File: config.mk
export PLATFORM = sky130hd
export DESIGN_NAME = regfile_bank
export DESIGN_NICKNAME = d
export VERILOG_FILES = /design/src/rtl/regfile_pkg.sv /design/src/rtl/regfile_entry.sv /design/src/rtl/regfile_bank.sv
export SDC_FILE = /design/constraint.sdc
export NUM_CORES = 1
export LEC_CHECK = 0
export BUFFER_PORTS_ARGS = -buffer_cell sky130_fd_sc_hd__buf_4
export CAP_MARGIN = 15
export CELL_PAD_IN_SITES_DETAIL_PLACEMENT = 1
export CELL_PAD_IN_SITES_GLOBAL_PLACEMENT = 1
export CORE_AREA = 2 2 159 161
export DETAILED_ROUTE_END_ITERATION = 6
export DIE_AREA = 0 0 161 163
export HOLD_SLACK_MARGIN = 0.03
export PLACE_DENSITY = 0.83
export SYNTH_ARGS = -nofsm -noshare
export SYNTH_HDL_FRONTEND = slang
export SYNTH_HIERARCHICAL = 1
export SYNTH_SLANG_ARGS = --single-unit
export TNS_END_PERCENT = 20
File: constraint.sdc
create_clock -name clk -period 2.2 [get_ports clk]
set_clock_uncertainty 0.2 [all_clocks]
set_input_delay 0.22 -clock clk [delete_from_list [all_inputs] [get_ports clk]]
set_output_delay 0.22 -clock clk [all_outputs]
set_load 0.05 [all_outputs]
File: src/rtl/regfile_pkg.sv
// Shared helpers for the register bank: index width, byte count and byte-strobe merge.
package regfile_pkg;

  // Widest entry the merge helper handles; callers zero-extend into it and truncate the result.
  localparam int MAX_W = 1024;
  localparam int MAX_B = MAX_W / 8;

  function automatic int idx_w(input int depth);
    return (depth > 2) ? $clog2(depth) : 1;
  endfunction

  function automatic int nbytes(input int width);
    return width / 8;
  endfunction

  function automatic logic [MAX_W-1:0] merge_be(input logic [MAX_W-1:0] old_v,
                                                input logic [MAX_W-1:0] new_v,
                                                input logic [MAX_B-1:0] be);
    logic [MAX_W-1:0] r;
    r = old_v;
    for (int k = 0; k < MAX_B; k++) begin
      if (be[k]) r[8*k +: 8] = new_v[8*k +: 8];
    end
    return r;
  endfunction

endpackage

File: src/rtl/regfile_entry.sv
// One bank entry: WIDTH-bit register with byte-strobe write and a written-since-reset flag.
module regfile_entry
  import regfile_pkg::*;
#(
  parameter int               WIDTH   = 32,
  parameter logic [WIDTH-1:0] RST_VAL = '0,
  localparam int              NB      = nbytes(WIDTH)
) (
  input  logic             clk,
  input  logic             rst,
  input  logic             we,
  input  logic [NB-1:0]    be,
  input  logic [WIDTH-1:0] data,
  output logic [WIDTH-1:0] q,
  output logic             vld
);

  always_ff @(posedge clk) begin
    if (rst) begin
      q   <= RST_VAL;
      vld <= 1'b0;
    end else if (we) begin
      q <= WIDTH'(merge_be(MAX_W'(q), MAX_W'(data), MAX_B'(be)));
      // An all-zero strobe writes nothing, so it must not mark the entry valid.
      if (|be) vld <= 1'b1;
    end
  end

endmodule

File: src/rtl/regfile_bank.sv
// Register bank: DEPTH entries, one byte-strobed write port, two registered read ports,
// optional same-cycle write forwarding and out-of-range index error pulses.
module regfile_bank
  import regfile_pkg::*;
#(
  parameter int               WIDTH   = 32,
  parameter int               DEPTH   = 4,
  parameter int               BYPASS  = 1,
  parameter logic [WIDTH-1:0] RST_VAL = '0,
  localparam int              IW      = idx_w(DEPTH),
  localparam int              NB      = nbytes(WIDTH)
) (
  input  logic             clk,
  input  logic             rst,
  input  logic             wr_en,
  input  logic [IW-1:0]    wr_idx,
  input  logic [NB-1:0]    wr_be,
  input  logic [WIDTH-1:0] wr_data,
  input  logic             rd_en_a,
  input  logic [IW-1:0]    rd_idx_a,
  input  logic             rd_en_b,
  input  logic [IW-1:0]    rd_idx_b,
  output logic [WIDTH-1:0] rd_data_a,
  output logic             rd_vld_a,
  output logic [WIDTH-1:0] rd_data_b,
  output logic             rd_vld_b,
  output logic             wr_err,
  output logic             rd_err
);

  generate
    if ((WIDTH % 8) != 0 || WIDTH > MAX_W || DEPTH < 2) begin : g_bad_param
      $error("regfile_bank: unsupported WIDTH/DEPTH");
    end
  endgenerate

  // One extra bit so DEPTH itself is representable when DEPTH is a power of two.
  localparam logic [IW:0] DEPTH_L = (IW + 1)'(DEPTH);
  localparam bit          BYP     = (BYPASS != 0);

  logic [WIDTH-1:0] ent_q [DEPTH];
  logic [DEPTH-1:0] ent_vld;
  logic [DEPTH-1:0] wr_hit;

  logic wr_ok, ok_a, ok_b;
  logic hit_a, hit_b;
  logic [WIDTH-1:0] nxt_data_a, nxt_data_b;
  logic             nxt_vld_a, nxt_vld_b;

  assign wr_ok = wr_en && ({1'b0, wr_idx} < DEPTH_L);
  assign ok_a  = ({1'b0, rd_idx_a} < DEPTH_L);
  assign ok_b  = ({1'b0, rd_idx_b} < DEPTH_L);

  generate
    for (genvar i = 0; i < DEPTH; i++) begin : g_ent
      assign wr_hit[i] = wr_ok && (wr_idx == IW'(i));

      regfile_entry #(
        .WIDTH   (WIDTH),
        .RST_VAL (RST_VAL)
      ) u_ent (
        .clk  (clk),
        .rst  (rst),
        .we   (wr_hit[i]),
        .be   (wr_be),
        .data (wr_data),
        .q    (ent_q[i]),
        .vld  (ent_vld[i])
      );
    end
  endgenerate

  // Out-of-range indices may select garbage here; the registered stage zeroes those reads.
  always_comb begin
    hit_a      = BYP && wr_ok && (wr_idx == rd_idx_a);
    hit_b      = BYP && wr_ok && (wr_idx == rd_idx_b);
    nxt_data_a = ent_q[rd_idx_a];
    nxt_vld_a  = ent_vld[rd_idx_a];
    nxt_data_b = ent_q[rd_idx_b];
    nxt_vld_b  = ent_vld[rd_idx_b];
    if (hit_a) begin
      nxt_data_a = WIDTH'(merge_be(MAX_W'(nxt_data_a), MAX_W'(wr_data), MAX_B'(wr_be)));
      nxt_vld_a  = nxt_vld_a | (|wr_be);
    end
    if (hit_b) begin
      nxt_data_b = WIDTH'(merge_be(MAX_W'(nxt_data_b), MAX_W'(wr_data), MAX_B'(wr_be)));
      nxt_vld_b  = nxt_vld_b | (|wr_be);
    end
  end

  always_ff @(posedge clk) begin
    if (rst) begin
      rd_data_a <= '0;
      rd_vld_a  <= 1'b0;
      rd_data_b <= '0;
      rd_vld_b  <= 1'b0;
      wr_err    <= 1'b0;
      rd_err    <= 1'b0;
    end else begin
      if (rd_en_a) begin
        rd_data_a <= ok_a ? nxt_data_a : '0;
        rd_vld_a  <= ok_a && nxt_vld_a;
      end
      if (rd_en_b) begin
        rd_data_b <= ok_b ? nxt_data_b : '0;
        rd_vld_b  <= ok_b && nxt_vld_b;
      end
      wr_err <= wr_en && !wr_ok;
      rd_err <= (rd_en_a && !ok_a) || (rd_en_b && !ok_b);
    end
  end

endmodule

---- Yosys cells after proc, flatten, opt, wreduce, memory -nomap -nowiden ----
Cells that the tools add are included.
W data, S select, Z words.
word-level totals
  logic and storage cells ................. 87
  output and inout port bits .............. 68
  bits of input ports ..................... 47
  register bits after elaboration ......... 198
cells by class
  mux-type cells .......................... 22
  eq/ne operators ......................... 5
  magnitude comparators ................... 4
  bitwise gates (word level) .............. 4
  reductions and logical operators ........ 28
operators by type and width
  operator              number
  $mux W32              6
  $bmux W32 S2          2
  $mux W8               8
  $reduce_and A2 Y1     20
  $ge A3 B3 Y1 const B  2
  $logic_and A1 B1 Y1   6
  $lt A2 B3 Y1 const B  2
  $not A2 Y3            2
  $bmux W1 S2           2
  $eq A2 B2 Y1          2
  $eq A2 B2 Y1 const B  2
  $mux W1               4
  $reduce_or A4 Y1      1
  $eq A2 B1 Y1 const B  1
  $logic_not A2 Y1      1
  $or A1 B1 Y1          2

---- Depth between registers and ports, before layout ----
Gate-level depths: netlist of the first run.
  depth after elaboration ................. 6
  mapped depth ............................ 7
  mapped depth without buffers ............ 4

---- Modules after synthesis ----
Netlist of the first run, hierarchy kept.
by module, submodules not included
  module         sequential area each (um2)  instances  cells an instance  area an instance (um2)
  regfile_entry  660.6                       4          151                1582.8
  regfile_bank   1321.3                      1          475                5216.3

---- Worst setup path after synthesis of the first run ----
Ideal clock, no wire load.
  path type ............................... input-to-reg
  start point ............................. in rd_idx_a[0]
  end point ............................... reg rd_vld_a
  data required time ...................... 1.851 ns
  data arrival time ....................... 1.368 ns
  path slack .............................. 0.483 ns
  stages on the path ...................... 5
  buffers on the path ..................... 2
  cell sequence ........................... buf_4 > buf_2 > mux4_2 > a21oi_1 > a211oi_1
between the ends
  longest elaborated chain between the ends .. 4
  elaborated cells on any way between the ends .. 6
  classes of those cells .................. 1 x eq/ne; 3 x mux; 1 x bitwise; 1 x reduce/logical
RTL lines
  what                           line                 RTL
  start: declaration             regfile_bank.sv:20   input logic [IW-1:0] rd_idx_a,
  $bmux W1 S2                    regfile_bank.sv:78   nxt_vld_a = ent_vld[rd_idx_a];
  $mux W1 (implied by the code)  regfile_bank.sv:78
  $or A1 B1 Y1                   regfile_bank.sv:83   nxt_vld_a = nxt_vld_a | (|wr_be);
  $mux W1 *                      regfile_bank.sv:81   if (hit_a) begin
  end signal: assignment         regfile_bank.sv:102  rd_vld_a <= ok_a && nxt_vld_a;
  end: declaration               regfile_bank.sv:24   output logic rd_vld_a,
Mark *: on every way between the ends. The rest lies on a longest branch, timed or not. The select of a mux whose other input is x is not followed.
A chain may end at the register's enable or synchronous reset.

---- Worst setup path in the final report of the first run ----
  start point ............................. in wr_be[0]
  end point ............................... reg rd_data_a[2]
between the ends
  longest elaborated chain between the ends .. 2
RTL lines
  what                    line                 RTL
  start: declaration      regfile_bank.sv:17   input logic [NB-1:0] wr_be,
  $mux W8                 regfile_pkg.sv:22    if (be[k]) r[8*k +: 8] = new_v[8*k +: 8];
  $mux W32                regfile_bank.sv:81
  end signal: assignment  regfile_bank.sv:101  rd_data_a <= ok_a ? nxt_data_a : '0;
  end: declaration        regfile_bank.sv:23   output logic [WIDTH-1:0] rd_data_a,
Every way passes these cells.

==> impl_metrics.ini, run 1 <==
[yosys]
synth_area_leaders = dfxtp_1 34%, mux4_2 13%, a21bo_1 8.7%
synth.most_common_cell = dfxtp_1
syn_area_um2 = 11550
netlist.area_leader.share = 0.3433
synthTopCellsByCount = 198 x dfxtp_1, 128 x nand3_1, 100 x a21bo_1, 88 x a21oi_2
ys_ff_latch = 198
synth.distinct_cells = 27
synthArstFlopShare = 0
synth_area_leader_cell = dfxtp_1
yosysSeqAreaShare = 0.3433
synth_warnings = 6
synth_edf_count = 0
syn_avg_cell_area_um2 = 10.70
synth_cells = 1079
synthFlopType = dfxtp_1

[clock_tree]
post_cts_resized = 0
clockBufferDepth = 2
htreeDepth = 4
cts_root_buf = clkbuf_16
tritoncts = done
cts_setup_buffers = 0
holdBufCountCts = 35
cts_buffers = 17
clock_sinks = 198
clock_latency_ns = 0.44
clk_pin_slew_ns = 0.07

[pwr]
powerDensity_nw_per_um2 = 639.3
power_mw = 8.508
leakagePower_nw = 4.459
ir_drop_v = 0.0003265

[floorplan]
start_util = 0.4680
die_h_um = 163
die_area_um2 = 26240
core_um2 = 24670
fp.dieW_um = 161
io_pins = 115
floorplan.rows = 58

[setup_path]
cp-start-kind = primary input
crit_chain = dlygate4sd3_1 > buf_4 > nand2_1 > or3_1 > buf_4 > nand2_2 > a311oi_2
endpoint_kind = flip-flop
crit_top_cell = buf_4
worstPathRequired_ns = 2.30
critPathArrivalTime_ns = 1.84
slowest_delay_ns = 0.52
slowest_stage = dlygate4sd3_1
cp_max_fo = 8
setup.worst_path.class = in2reg

[finish]
nets = 1213
stdcell_count = 1508
final_cell_area_um2 = 13310
diodes = 0
drive_above_1_share = 0.4380
final_util = 0.5394
areaGrowthSynthToFinish_pct = 15.25
nFillCells = 2701

[timing]
hold_viol_final = 0
timing.final.crit_share = 0.7926
fmax_mhz = 573.5
slew_viol_final = 0
min_period_ns = 1.744
final-setup-viol-count = 0
worst_slack_ns = 0.4563
rsz0062_at_grt = no
tightest_slew_ns = 0.8207
setup_tns_ns = 0
hold_ws_ns = 0.04971
max_slew_margin = 0.4499

[run_status]
outcome = complete, no violations

[routing]
viasPerCell = 5.973
drc = 0
antenna_left = 0
routedWlPerCell_um = 21.73
routed_wl_mm = 32.77
via_count = 9007
drtPass1Iterations = 4
first_iter_violations = 652

[place]
io_buffer_count = 112
gp_congestion = 0.7584
dp_hpwl_mm = 19.92
place_inst = 1442
detailed_place.area_um2 = 12370
place_ws_ns = 0.1752

[grt]
grt.overflow.total = 0
antenna_found_initial = 0
grt_start_max_net_pins = 69
grt_pass1_wl_mm = 52.87
grt_pass1_vias = 9598
grt_usage = 0.2541

[hold_path]
hp-class = in2reg

[flow_run]
max_cap_violations = 0
[cells by family (layout without fill, tap and decap cells)]
family	after synthesis	after routing	share of synthesized area
other	1	2	0.0003248
AO/OA/AOI/OAI	333	333	0.2888
XOR/XNOR	4	4	0.005634
buffers and inverters	128	226	0.08484
AND/OR/NAND/NOR	349	349	0.1484
flip-flops	198	198	0.3433
multiplexers	66	66	0.1287
[layout make-up]
cell class / instances / area (um^2) / share of cell area
Inverter: 4 / 15.01 / 0.001128
Clock buffer: 21 / 470.5 / 0.03535
Sequential cell: 198 / 3964 / 0.2979
Tap cell: 330 / 412.9 / 0.03103
Clock inverter: 10 / 121.4 / 0.009120
Multi-Input combinational cell: 754 / 6620 / 0.4975
Timing Repair Buffer: 191 / 1704 / 0.1281
[final timing paths]
path / from / endpoint / slack (ns) / cells past startpoint
worst max-delay path: wr_be[0] / rd_data_a[2]$_SDFFE_PP0P_ / 0.46 / 7
worst min-delay path: rd_en_b / rd_vld_b$_SDFFE_PP0P_ / 0.05 / 3
worst max register to register: g_ent[3].u_ent/q[15]$_SDFFE_PP0P_ / rd_data_b[15]$_SDFFE_PP0P_ / 0.81 / 3
worst min register to register: g_ent[1].u_ent/vld$_SDFFE_PP0P_ / g_ent[1].u_ent/vld$_SDFFE_PP0P_ / 0.27 / 2
[worst max-delay path: cells and delay by family]
kind / cells / cell delay, ns
AO/OA/AOI/OAI: 1 / 0.09
buffers and inverters: 3 / 0.92
AND/OR/NAND/NOR: 3 / 0.61
[per-layer routing]
metal	part of all wire	GRT usage
met5	0	0
met4	0.032	0.1019
met3	0.036	0.03438
met2	0.51	0.4563
met1	0.42	0.3080
[report_power, final]
| part | switching [mW] | internal [mW] |
|---|---|---|
| combinational | 0.971 | 0.548 |
| clock | 1.43 | 1.77 |
| sequential | 0.0823 | 3.71 |
[cell usage in the layout, fill, tap and decap left out, types with 8 or more instances in the layout]
cell,Yosys,final
clkbuf_16,0,17
dfxtp_1,198,198
a21oi_1,46,46
a21bo_1,100,100
a311oi_2,64,64
or3_1,8,8
buf_12,0,14
a21bo_2,28,28
a21oi_2,88,88
nand2_1,69,69
mux4_2,66,66
nor2_1,69,68
nor3_2,8,8
dlygate4sd3_1,0,35
nand2_2,64,64
buf_4,13,141
nand3_1,128,128
[state kept, by name (all words and copies together) (netlist names)]
register,count
rd_vld_a,1
g_ent.u_ent/vld,4
rd_data_b,32
g_ent.u_ent/q,128
rd_vld_b,1
rd_data_a,32
Power figures use the tool's default switching activity.
==> run 2: changes to the inputs <==
clock period = 1.8 ns   (was 2.2 ns; I/O delays follow)
==> run 2 against run 1 <==
Compared with the run above: utilization is 1.3 points higher; register-to-register slack worse by 0.45 ns; critical path depth stayed put.
==> impl_metrics.ini, run 2 (synthesis gave the netlist of run 1 again) <==
[run_status]
outcome = complete, no violations

[routing]
first_iter_violations = 495
antenna_left = 0
drc = 0
drtPass1Iterations = 5
routed_wl_mm = 33.34
viasPerCell = 5.933
via_count = 9119
routedWlPerCell_um = 21.69

[floorplan]
die_area_um2 = 26240
start_util = 0.4680
fp.dieW_um = 161
core_um2 = 24670
die_h_um = 163
io_pins = 115
floorplan.rows = 58

[hold_path]
hp-class = in2reg

[setup_path]
cp-start-kind = primary input
endpoint_kind = flip-flop
critPathArrivalTime_ns = 1.84
setup.worst_path.class = in2reg
worstPathRequired_ns = 1.87
slowest_stage = dlygate4sd3_1
slowest_delay_ns = 0.53
cp_max_fo = 7
crit_chain = dlygate4sd3_1 > buf_4 > nand2_2 > or3_1 > buf_4 > nand2_2 > a311oi_2

[clock_tree]
clk_pin_slew_ns = 0.07
cts_root_buf = clkbuf_16
cts_setup_buffers = 0
clock_sinks = 198
htreeDepth = 4
tritoncts = done
cts_buffers = 17
clock_latency_ns = 0.44
clockBufferDepth = 2

[grt]
antenna_found_initial = 0
grt.overflow.total = 0
grt_usage = 0.2579
grt_pass1_wl_mm = 53.68
grt_start_max_net_pins = 67
grt_pass1_vias = 9761

[finish]
final_cell_mix = 198 x dfxtp_1, 155 x buf_4, 128 x nand3_1
drive_above_1_share = 0.4499
final_common_cell = dfxtp_1
largest_register_ffs = 128
final_cell_area_um2 = 13640
top_regs = g_ent.u_ent/q (128), rd_data_a (32), rd_data_b (32)
seqCellArea_um2 = 3964
multi_input_area_um2 = 6623
nets = 1241
diodes = 0
largest-register = g_ent.u_ent/q
areaGrowthSynthToFinish_pct = 18.11
nFillCells = 2661

[timing]
min_period_ns = 1.768
fmax_mhz = 565.6
slew_viol_final = 0
final-setup-viol-count = 0
max_slew_margin = 0.5084
timing.final.crit_share = 0.9823
hold_viol_final = 0
setup_tns_ns = 0
tightest_slew_ns = 0.7334

[pwr]
ir_drop_v = 0.0005640
powerDensity_nw_per_um2 = 760.6
power_mw = 10.37
leakagePower_nw = 4.621

[flow_run]
max_cap_violations = 0

[place]
io_buffer_count = 112
gp_congestion = 0.7903
detailed_place.area_um2 = 12700
dp_hpwl_mm = 21.07
-- run 2: cell types whose count changed in the layout (fill, tap and decap cells not counted), sizes merged --
cell	delta
clkbuf	-1
dlygate4sd3	+2
clkinvlp	+3
bufinv	-1
clkinv	-3
buf	+26
inv	+3
-- run 2: through the flow --
step | cells | setup slack (ns) | hold WS [ns] | utilization
3_3_place_gp | 1468 | -0.08339 | 0.2473 | 0.5147
6_report | 1537 | 0.03184 | 0.1567 | 0.5527
4_1_cts | 1537 | 0.03951 | 0.1361 | 0.5525
3_5_place_dp | 1468 | -0.1200 | 0.2664 | 0.5147
2_1_floorplan | 1080 | 0.1229 | 0.1275 | -
5_1_grt | 1537 | -0.0004992 | 0.1621 | 0.5527
-- run 2: layer usage --
metal,GRT usage,up-vias,wire length (um)
li1,-,4187,-
met1,0.3149,4653,13820
met2,0.4633,208,17460
met3,0.03845,71,1043
met4,0.09253,0,1012
met5,0,-,0
-- run 2: report_power, final --
| part | switching [mW] | internal, mW | total [mW] |
|---|---|---|---|
| Clock | 1.81 | 1.97 | 3.78 |
| Sequential | 0.106 | 4.53 | 4.63 |
| Combinational | 1.21 | 0.746 | 1.95 |
| Total | 3.13 | 7.25 | 10.4 |
-- run 2: repair_timing --
| action | in CTS | in global routing |
|---|---|---|
| hold buffers | 37 | 0 |
| setup endpoints to repair | 0 | 1 |
| resized for setup | 0 | 2 |
| endpoints found under the hold margin | 197 | 0 |
-- run 2: final timing paths --
check / startpoint / end / slack (ns) / cells after the start
worst max-delay path: wr_be[2] / rd_data_b[23]$_SDFFE_PP0P_ / 0.03 / 7
worst min-delay path: wr_be[0] / g_ent[2].u_ent/q[6]$_SDFFE_PP0P_ / 0.16 / 4
worst max register to register: g_ent[2].u_ent/vld$_SDFFE_PP0P_ / rd_vld_a$_SDFFE_PP0P_ / 0.36 / 3
worst min register to register: g_ent[3].u_ent/vld$_SDFFE_PP0P_ / g_ent[3].u_ent/vld$_SDFFE_PP0P_ / 0.28 / 2
-- run 2: critical path: cells and delay by family --
kind	cells	cell delay, ns
compound gates	1	0.14
buf+inv	3	0.94
simple gates	3	0.57
-- run 2: area by class of cell --
| class | instances | share of cell area |
|---|---|---|
| Multi-Input combinational cell | 754 | 0.4856 |
| Sequential cell | 198 | 0.2906 |
| Timing Repair Buffer | 219 | 0.1511 |
| Clock buffer | 20 | 0.03275 |
| Tap cell | 330 | 0.03028 |
| Clock inverter | 12 | 0.008532 |
| Inverter | 4 | 0.001101 |
